--- config.mk ---
export PLATFORM = sky130hd
export DESIGN_NAME = fifo_stream_serializer
export DESIGN_NICKNAME = d
export VERILOG_FILES = /design/src/rtl/fifo_stream_serializer.sv
export SDC_FILE = /design/constraint.sdc
export NUM_CORES = 1
export LEC_CHECK = 0
export ABC_AREA = 1
export CAP_MARGIN = 20
export CORE_ASPECT_RATIO = 2
export CORE_MARGIN = 2
export CORE_UTILIZATION = 54
export CTS_CLUSTER_SIZE = 8
export DETAILED_ROUTE_END_ITERATION = 10
export PLACE_DENSITY_LB_ADDON = 0.1
export SETUP_SLACK_MARGIN = 0.02
export SYNTH_ARGS = -nofsm -noshare
export SYNTH_HDL_FRONTEND = slang
export SYNTH_SLANG_ARGS = --single-unit
--- constraint.sdc ---
create_clock -name clk_i -period 2.3 [get_ports clk_i]
set_input_delay 0.575 -clock clk_i [delete_from_list [all_inputs] [get_ports clk_i]]
set_output_delay 0.575 -clock clk_i [all_outputs]
set_load 0.03 [all_outputs]
--- src/rtl/fifo_stream_serializer.sv ---
`default_nettype none
// ============================================================================
// fifo_stream_serializer: drains a FIFO read port and emits each word as
// DATA_WIDTH/OUT_WIDTH slices on a valid/ready stream.  Revision: 1.0
// ============================================================================
module fifo_stream_serializer #(
    parameter int DATA_WIDTH = 32,
    parameter int OUT_WIDTH  = 8,
    parameter int FWFT       = 1,
    parameter int MSB_FIRST  = 0
) (
    input  logic                  clk_i,
    input  logic                  rst_n_i,
    output logic                  fifo_rd_o,
    input  logic [DATA_WIDTH-1:0] fifo_data_i,
    input  logic                  fifo_empty_i,
    output logic [OUT_WIDTH-1:0]  out_data_o,
    output logic                  out_valid_o,
    input  logic                  out_ready_i,
    output logic                  out_last_o,
    output logic                  busy_o
);

    localparam int c_RATIO = DATA_WIDTH / OUT_WIDTH;
    localparam int c_CW    = (c_RATIO > 1) ? $clog2(c_RATIO) : 1;
    localparam logic [c_CW-1:0] c_LAST = c_CW'(c_RATIO - 1);

    if (((DATA_WIDTH % OUT_WIDTH) != 0) || (c_RATIO < 2)) begin : g_bad_ratio
        $error("fifo_stream_serializer: DATA_WIDTH must be an integer multiple (>=2) of OUT_WIDTH");
    end

    typedef enum logic [1:0] {
        S_IDLE  = 2'd0,
        S_WAIT  = 2'd1,
        S_SHIFT = 2'd2
    } state_t;

    state_t                               r_state;
    state_t                               w_state_nxt;
    logic [c_CW-1:0]                      r_cnt;
    logic [c_CW-1:0]                      w_cnt_nxt;
    logic [DATA_WIDTH-1:0]                r_word;
    logic [DATA_WIDTH-1:0]                w_word_nxt;
    logic [c_RATIO-1:0][OUT_WIDTH-1:0]    w_slices;
    logic [c_CW-1:0]                      w_idx;
    logic                                 w_at_last;

    assign w_slices  = r_word;
    assign w_idx     = (MSB_FIRST != 0) ? (c_LAST - r_cnt) : r_cnt;
    assign w_at_last = (r_cnt == c_LAST);
    assign busy_o    = (r_state != S_IDLE);

    always_ff @(posedge clk_i) begin
        if (!rst_n_i) begin
            r_state <= S_IDLE;
            r_cnt   <= '0;
            r_word  <= '0;
        end else begin
            r_state <= w_state_nxt;
            r_cnt   <= w_cnt_nxt;
            r_word  <= w_word_nxt;
        end
    end

    always_comb begin
        w_state_nxt = r_state;
        w_cnt_nxt   = r_cnt;
        w_word_nxt  = r_word;
        fifo_rd_o   = 1'b0;
        out_valid_o = 1'b0;
        out_last_o  = 1'b0;
        out_data_o  = '0;
        case (r_state)
            S_IDLE: begin
                if (!fifo_empty_i) begin
                    fifo_rd_o = 1'b1;
                    if (FWFT != 0) begin
                        w_word_nxt  = fifo_data_i;
                        w_cnt_nxt   = '0;
                        w_state_nxt = S_SHIFT;
                    end else begin
                        w_state_nxt = S_WAIT;
                    end
                end
            end
            S_WAIT: begin
                w_word_nxt  = fifo_data_i;
                w_cnt_nxt   = '0;
                w_state_nxt = S_SHIFT;
            end
            S_SHIFT: begin
                out_valid_o = 1'b1;
                out_data_o  = w_slices[w_idx];
                out_last_o  = w_at_last;
                if (out_ready_i) begin
                    if (!w_at_last) begin
                        w_cnt_nxt = r_cnt + 1'b1;
                    end else if (!fifo_empty_i) begin
                        // Refill on the last transfer so FWFT streams without a bubble
                        fifo_rd_o = 1'b1;
                        if (FWFT != 0) begin
                            w_word_nxt = fifo_data_i;
                            w_cnt_nxt  = '0;
                        end else begin
                            w_state_nxt = S_WAIT;
                        end
                    end else begin
                        w_state_nxt = S_IDLE;
                    end
                end
            end
            default: begin
                w_state_nxt = S_IDLE;
            end
        endcase
    end

endmodule
`default_nettype wire
### Word-level counts from Yosys, hierarchy flattened

Index checks and enable logic that the tools add are counted.

* $add $sub $neg: 1
* magnitude comparators: 1
* equal/unequal tests: 7
* multiplexer cells: 22
* reduce and logical (&&, ||, !) cells: 6

Operators with widths (number)
* $mux 32: 3
* $pmux 32 s3: 1
* $bmux 8 s2: 1
* $mux 8: 2
* $mux 2: 7
* $pmux 2 s3: 2
* $ne 2x2->1 const B: 4
* $mux 1: 5
* $eq 2x2->1 const B: 2
* $reduce_and 4->1: 1
* $lt 2x3->1 const B: 1
* $reduce_and 3->1: 1
* $reduce_bool 3->1: 1
* $add 2x1->2 const B: 1
* $eq 2x1->1 const B: 1
* $logic_not 2->1: 1
* $pmux 1 s2: 1
* $reduce_and 2->1: 1
* $reduce_bool 2->1: 1

* bits in registers: 36
* input port bits: 36
* output and inout bits: 12

### Logic depth before layout (Yosys ltp)

Gate-level depths: netlist of the first run.

* depth in word-level cells: 4
* depth in mapped cells: 8

### Worst setup path after synthesis of the first run

No wires, ideal clock.

* path type: reg2out
* start point: register r_state[1]
* end point: output out_data_o[0]
* arrival time: 1.343 ns
* data required time: 1.725 ns
* path slack: 0.382 ns
* cell stages (with the launch flop): 4
* cell sequence: dfxtp_1 -> buf_4 -> inv_1 -> a21oi_1

* cells in the longest elaborated chain, start to end: 2

RTL lines
* from (decl): RTL line 38 `state_t r_state;`
* from (signal assigned): RTL line 59 `r_state <= w_state_nxt;`
* $eq 2x2->1: RTL line 73 `case (r_state)`
* $mux 8: RTL line 73
* to (decl): RTL line 17 `output logic [OUT_WIDTH-1:0] out_data_o,`

Every way passes these cells.

### Final worst setup path of the first run

* start point: register r_state[1]
* end point: output busy_o

* cells in the longest elaborated chain, start to end: 1

RTL lines
* $reduce_bool 2->1: RTL line 51 `assign busy_o = (r_state != S_IDLE);`
* to (decl): RTL line 21 `output logic busy_o`

Every way passes these cells.

==> key figures, run 1 <==
Worst setup path
  – RR Endpoint: r_word[6]
  – Crit path DAT: 1.63 ns
  – Worst path cell trace: clkdlybuf4s50_1
  – CP max FO: 10
  – Critical path depth: 1
  – FF-to-FF setup slack: 0.58 ns
  – Critical path class: reg -> out
  – Crit start category: register
  – R2R depth: 7
  – CP max stage cell: clkdlybuf4s50_1
  – Largest delay share family, worst path: buffers and inverters
  – End point of the critical path: busy_o
  – Critical path's largest stage delay: 0.76 ns
  – Critical Path Start: r_state[1]
  – Worst path bufs/invs: 1
  – Critical path endpoint category: output pin
  – Req. time, crit path: 1.73 ns
  – Reg-to-reg startpoint: r_cnt[1]

Clock tree
  – Cts repair resizes: 0
  – Post-CTS Setup Bufs: 0
  – CTS Hold Bufs: 0
  – Max clock buf depth: 2
  – CTS Root Cell: clkbuf_8
  – CTS tree: built
  – Htree depth: 2
  – Worst-skew pair later-pin latency: 0.29 ns
  – CTS Buf Count: 5
  – CTS clk-pin slew, worst paths: 0.07 ns
  – Clk sinks: 35

STA
  – Slew margin rel.: 69.0%
  – Final setup margin: 0.0944 ns
  – Fin crit share: between 90% and 100%
  – Final hold violations: 0
  – Setup Skew: 0.00553 ns
  – F_max: 0.453 GHz
  – Setup-failing EPs final: 0
  – Hold_ws: approximately 0.51 ns
  – Setup TNS: 0 ns
  – Least-Margin Pin Slew: about 0.46 ns
  – Min Tclk post-route: 2.21 ns
  – RSZ-0062 raised after global routing: false
  – Slew Viols, Final: 0

Final layout
  – Commonest non-fill, non-tap cells in the layout: 103 x inv_1, 94 x nand2_1, 37 x clkdlybuf4s50_1, 35 x dfxtp_1
  – Area growth from synthesis to layout: 26.0%
  – Final core occ: 70.4%
  – Fillers: 382
  – Diode count: 0
  – Commonest non-fill, non-tap cell in the layout: inv_1
  – Total Nets Final: 438
  – Share of cells above drive strength 1: roughly 7.7%
  – Layout Cells excl Fill: 452

Floorplanning
  – Core area: 0.00384 mm^2
  – Row count: 32
  – Horiz. Die Dim: 48.6 um
  – Starting density of the core: 55.9%
  – DIE AREA: 0.00453 mm^2
  – Ports: between 40 and 50
  – Die height: 93.2 um

Global route
  – Total global-route track usage: 23.3%
  – Largest net degree at the start of global routing: 36
  – Vias in the first global route: 2002
  – Number of antenna violations at the first check in global routing: 0
  – Global-route wire length before repair: 8260 um
  – GR Overflow Total: 0

Logic synthesis
  – Synth unique cells: 20
  – Mean Syn Cell Area: between 5 and 6 um^2
  – Syn nets: 396
  – YS warnings: 0
  – Synth Instances: around 360
  – Seq cells post-synth: 35
  – Cell Area, Synth: ~0.0021 mm^2
  – Register area share after synthesis: 32.6%

Place
  – Dpl ws: between 0.1 and 0.15 ns
  – Hpwl dp: 3320 um
  – DP Cell Count: approximately 440
  – Placer Congestion: 0.824
  – # port buffers: 47

Pwr
  – Pwr dens: 580 mW/mm^2
  – Max rail drop VDD: about 0.47 mV
  – Leakage: about 1.5 nW

Drt
  – DR iter-0 viols: 21
  – Drt via density: 4.63
  – Remaining design rule violation count: 0
  – Average wire per standard cell: 10.3 um
  – Drt total wl: 4680 um
  – DRT Pass-1 Iters: 4
  – Post-route ant nets: 0
  – Vias: 2091

Run
  – Max_cap viols: 0

Status
  – Status: finished clean

Worst hold path
  – Worst Hold Class: reg -> reg
==> state kept, by name (all words and copies together), names as in the netlist <==
name	count
r_word	32
r_cnt	2
r_state	1
==> power breakdown <==
| group | switching, W | total (W) | internal (W) |
|---|---|---|---|
| combinational | 0.000225 | 0.000395 | 0.000169 |
| clock | 0.000223 | 0.000497 | 0.000273 |
| sequential | 0.0000217 | 0.000678 | 0.000656 |
| total | 0.000471 | 0.00157 | 0.00110 |
==> final cells by class <==
type                       count  area, um^2  area share (%)
multi-input combinational    196         926            34.2
timing repair buffer          57         520            19.2
inverter                     105         394            14.6
clock buffer                   8         100            3.70
tap                           51        63.8            2.36
sequential                    35         701            25.9
==> logic make-up after synthesis <==
family	after synthesis	synth area share, %
buffers and inverters	127	24.2
and+or+nand+nor	174	36.2
adders and majority gates	2	1.17
DFF	35	32.6
AOI/OAI and AO/OA	20	5.71
==> per-layer routing <==
layer	global-route usage (%)	share of wire, %	vias up
li1	-	-	1140
met1	22.9	41	912
met2	45.7	54	32
met3	4.31	2.4	7
met4	10.7	2.4	0
met5	0	0	-
==> metrics by stage <==
stage	total power, W	cell area [um^2]
finish	0.00157	2710
global route	0.00166	2710
CTS	0.00157	2710
detailed placement	0.00109	2610
global placement	0.00108	2610
floorplan	0.000959	2150
==> worst register-to-register path, cell delays in order (launching register included) <==
cell     delay, ns
dfxtp_1       0.61
ha_1          0.23
inv_1         0.08
nand2_4       0.19
buf_4         0.27
nand4_1       0.12
nand2_1       0.08
nor2_1        0.04
==> synth_stat cells <==
| library cell | count | area share (%) |
|---|---|---|
| inv_2 | 1 | 0.17 |
| nand4_1 | 33 | 9.6 |
| nand2_1 | 94 | 16 |
| clkbuf_1 | 4 | 0.70 |
| nand2_4 | 2 | 1.0 |
| a21oi_1 | 10 | 2.3 |
| nor2_1 | 33 | 5.8 |
| inv_1 | 103 | 18 |
| nand3_1 | 11 | 2.6 |
| o211ai_1 | 8 | 2.8 |
| nand3_4 | 1 | 0.82 |
| buf_4 | 2 | 0.70 |
| ha_1 | 2 | 1.2 |
| buf_6 | 3 | 1.6 |
| buf_1 | 2 | 0.35 |
| buf_2 | 11 | 2.6 |
| dfxtp_1 | 35 | 33 |
| clkinv_1 | 1 | 0.17 |
| a21boi_0 | 1 | 0.35 |
| o21ai_0 | 1 | 0.23 |
==> worst min-delay path by stage <==
| stage | start | to | slack, ns | cells past startpoint |
|---|---|---|---|---|
| 2_1_floorplan | r_word[16] | r_word[16] | 0.49 | 4 |
| 3_3_place_gp | r_word[19] | r_word[19] | 0.50 | 4 |
| 3_5_place_dp | r_word[23] | r_word[23] | 0.50 | 4 |
| 4_1_cts | r_word[23] | r_word[23] | 0.51 | 4 |
| 5_1_grt | r_word[16] | r_word[16] | 0.54 | 4 |
| 6_report | r_word[23] | r_word[23] | 0.51 | 4 |
Power figures use the tool's default switching activity.
==> inputs of run 2 (changes only) <==
--- a/config.mk
+++ b/config.mk
@@ -11,3 +11,3 @@
 export CORE_MARGIN = 2
-export CORE_UTILIZATION = 54
+export CORE_UTILIZATION = 50
 export CTS_CLUSTER_SIZE = 8
==> constraint.sdc (replaced) <==
create_clock -name clk_i -period 2.2 [get_ports clk_i]
set_input_delay 0.22 -clock clk_i [delete_from_list [all_inputs] [get_ports clk_i]]
set_output_delay 0.22 -clock clk_i [all_outputs]
set_load 0.03 [all_outputs]
==> run 2 against run 1 <==
Compared with the run above: design area shrank 0.69%; sequential power up 4.4%; flip-flop and latch count stayed put; non-clock buffer count fell by 3; hold slack gained 0.0053 ns; worst setup slack better by 0.12 ns; clock power up 3%.
==> key figures, run 2 (synthesis results as in run 1) <==
Pwr
  – Leakage: 1.49 nW
  – Max rail drop VDD: ~0.54 mV
  – Pwr dens: 607 mW/mm^2
  – Tot Pwr: ~0.0016 W

STA
  – Slew margin rel.: 71.4%
  – Setup Skew: between 0.007 and 0.008 ns
  – Setup TNS: 0 ns
  – RSZ-0062 raised after global routing: false
  – Hold_ws: just over 0.5 ns
  – Min Tclk post-route: 1.99 ns
  – Setup-failing EPs final: 0
  – F_max: 0.504 GHz
  – Slew Viols, Final: 0
  – Fin crit share: 90.2%
  – Final hold violations: 0
  – Least-Margin Pin Slew: 0.428 ns

Clock tree
  – CTS tree: built
  – CTS Hold Bufs: 0
  – Post-CTS Setup Bufs: 0
  – Worst-skew pair later-pin latency: 0.29 ns
  – Cts repair resizes: 0
  – Htree depth: 2
  – Clk sinks: 35
  – CTS Root Cell: clkbuf_8
  – CTS Buf Count: 5
  – Max clock buf depth: 2
  – CTS clk-pin slew, worst paths: 0.07 ns

Global route
  – Total global-route track usage: 22.2%
  – Vias in the first global route: 2001
  – Largest net degree at the start of global routing: 36
  – Global-route wire length before repair: 8510 um
  – Number of antenna violations at the first check in global routing: 0
  – GR Overflow Total: 0

Drt
  – DR iter-0 viols: 48
  – DRT Pass-1 Iters: 4
  – Post-route ant nets: 0
  – Average wire per standard cell: 10.9 um
  – Drt via density: 4.63
  – Drt total wl: 4910 um
  – Vias: 2084
  – Remaining design rule violation count: 0

Worst setup path
  – Req. time, crit path: 1.98 ns
  – Reg-to-reg startpoint: r_cnt[1]
  – CP max FO: 9
  – Crit start category: register
  – Crit path DAT: between 1.5 and 2 ns
  – Critical Path Start: r_cnt[0]
  – Critical path endpoint category: output pin
  – Critical path class: reg -> out

Final layout
  – Area growth from synthesis to layout: 25.1%
  – Share of cells above drive strength 1: 6.78%
  – Layout Cells excl Fill: 450
  – Flip-flop and latch area: 701 um^2
  – Fin area: 0.00269 mm^2
  – Diode count: 0
  – Multi-input logic area: 926 um^2
  – Reg with most FFs: r_word
  – Largest register FFs: 32
  – Commonest non-fill, non-tap cells in the layout: 103 x inv_1, 94 x nand2_1, 38 x clkdlybuf4s50_1, 35 x dfxtp_1
  – Fillers: around 420
  – Biggest registers after layout: r_word (32), r_cnt (2), r_state (1)
  – Total Nets Final: around 440
  – Commonest non-fill, non-tap cell in the layout: inv_1

Place
  – Post-DP Area: about 0.0026 mm^2
  – Placer Congestion: 0.823
  – Hpwl dp: about 3400 um
  – # port buffers: between 40 and 50
  – DP Cell Count: roughly 440

Worst hold path
  – Hold path start: r_word[22]
  – Worst Hold Class: reg -> reg

Floorplanning
  – Horiz. Die Dim: 50.3 um
  – Ports: 48
  – Starting density of the core: 52.0%
  – Die height: approximately 97 um
  – DIE AREA: between 0.004 and 0.005 mm^2
  – Core area: 0.00413 mm^2
  – Row count: 33

Status
  – Status: finished clean

Run
  – Max_cap viols: 0
[run 2: where the power goes]
| group | switching [W] | total (W) | leakage, nW | internal (W) |
|---|---|---|---|---|
| clock network | 0.000229 | 0.000514 | 0.0515 | 0.000286 |
| logic | 0.000238 | 0.000409 | 1.15 | 0.000171 |
| registers | 0.0000222 | 0.000708 | 0.289 | 0.000686 |
[run 2: final timing paths]
path / to / slack, ns / cells past startpoint
worst max-delay path: out_data_o[5] / 0.21 / 6
worst min-delay path: r_word[22] / 0.51 / 4
worst max register to register: r_word[7] / 0.53 / 8
worst min register to register: r_word[22] / 0.51 / 4
[run 2: per-stage QoR]
stage | util (%) | setup slack [ns]
2_1_floorplan | - | 0.637
3_3_place_gp | 62.6 | 0.484
3_5_place_dp | 62.6 | 0.452
4_1_cts | 65.1 | 0.217
5_1_grt | 65.1 | 0.108
6_report | 65.1 | 0.215
[run 2: worst max-delay path, cell delays in order, from the launching register on]
cell and delay (ns):
dfxtp_1 0.40, buf_4 0.19, clkinv_1 0.23, nand2_1 0.14, nand3_1 0.07, a21oi_1 0.23
buf_4 0.20
[run 2: cell type report]
| cell class | count | area share, % |
|---|---|---|
| multi-input cells | 196 | 34.5 |
| flip-flops and latches | 35 | 26.1 |
| repair buffers | 54 | 18.6 |
| inverters | 105 | 14.7 |
| clock buffers | 8 | 3.73 |
| well taps | 52 | 2.42 |
[run 2: per-layer routing]
layer	global-route usage, %	wire length, um	vias up
li1	-	-	1137
met1	23.2	2050	903
met2	41.8	2620	38
met3	4.17	157	6
met4	7.90	82	0
met5	0	0	-
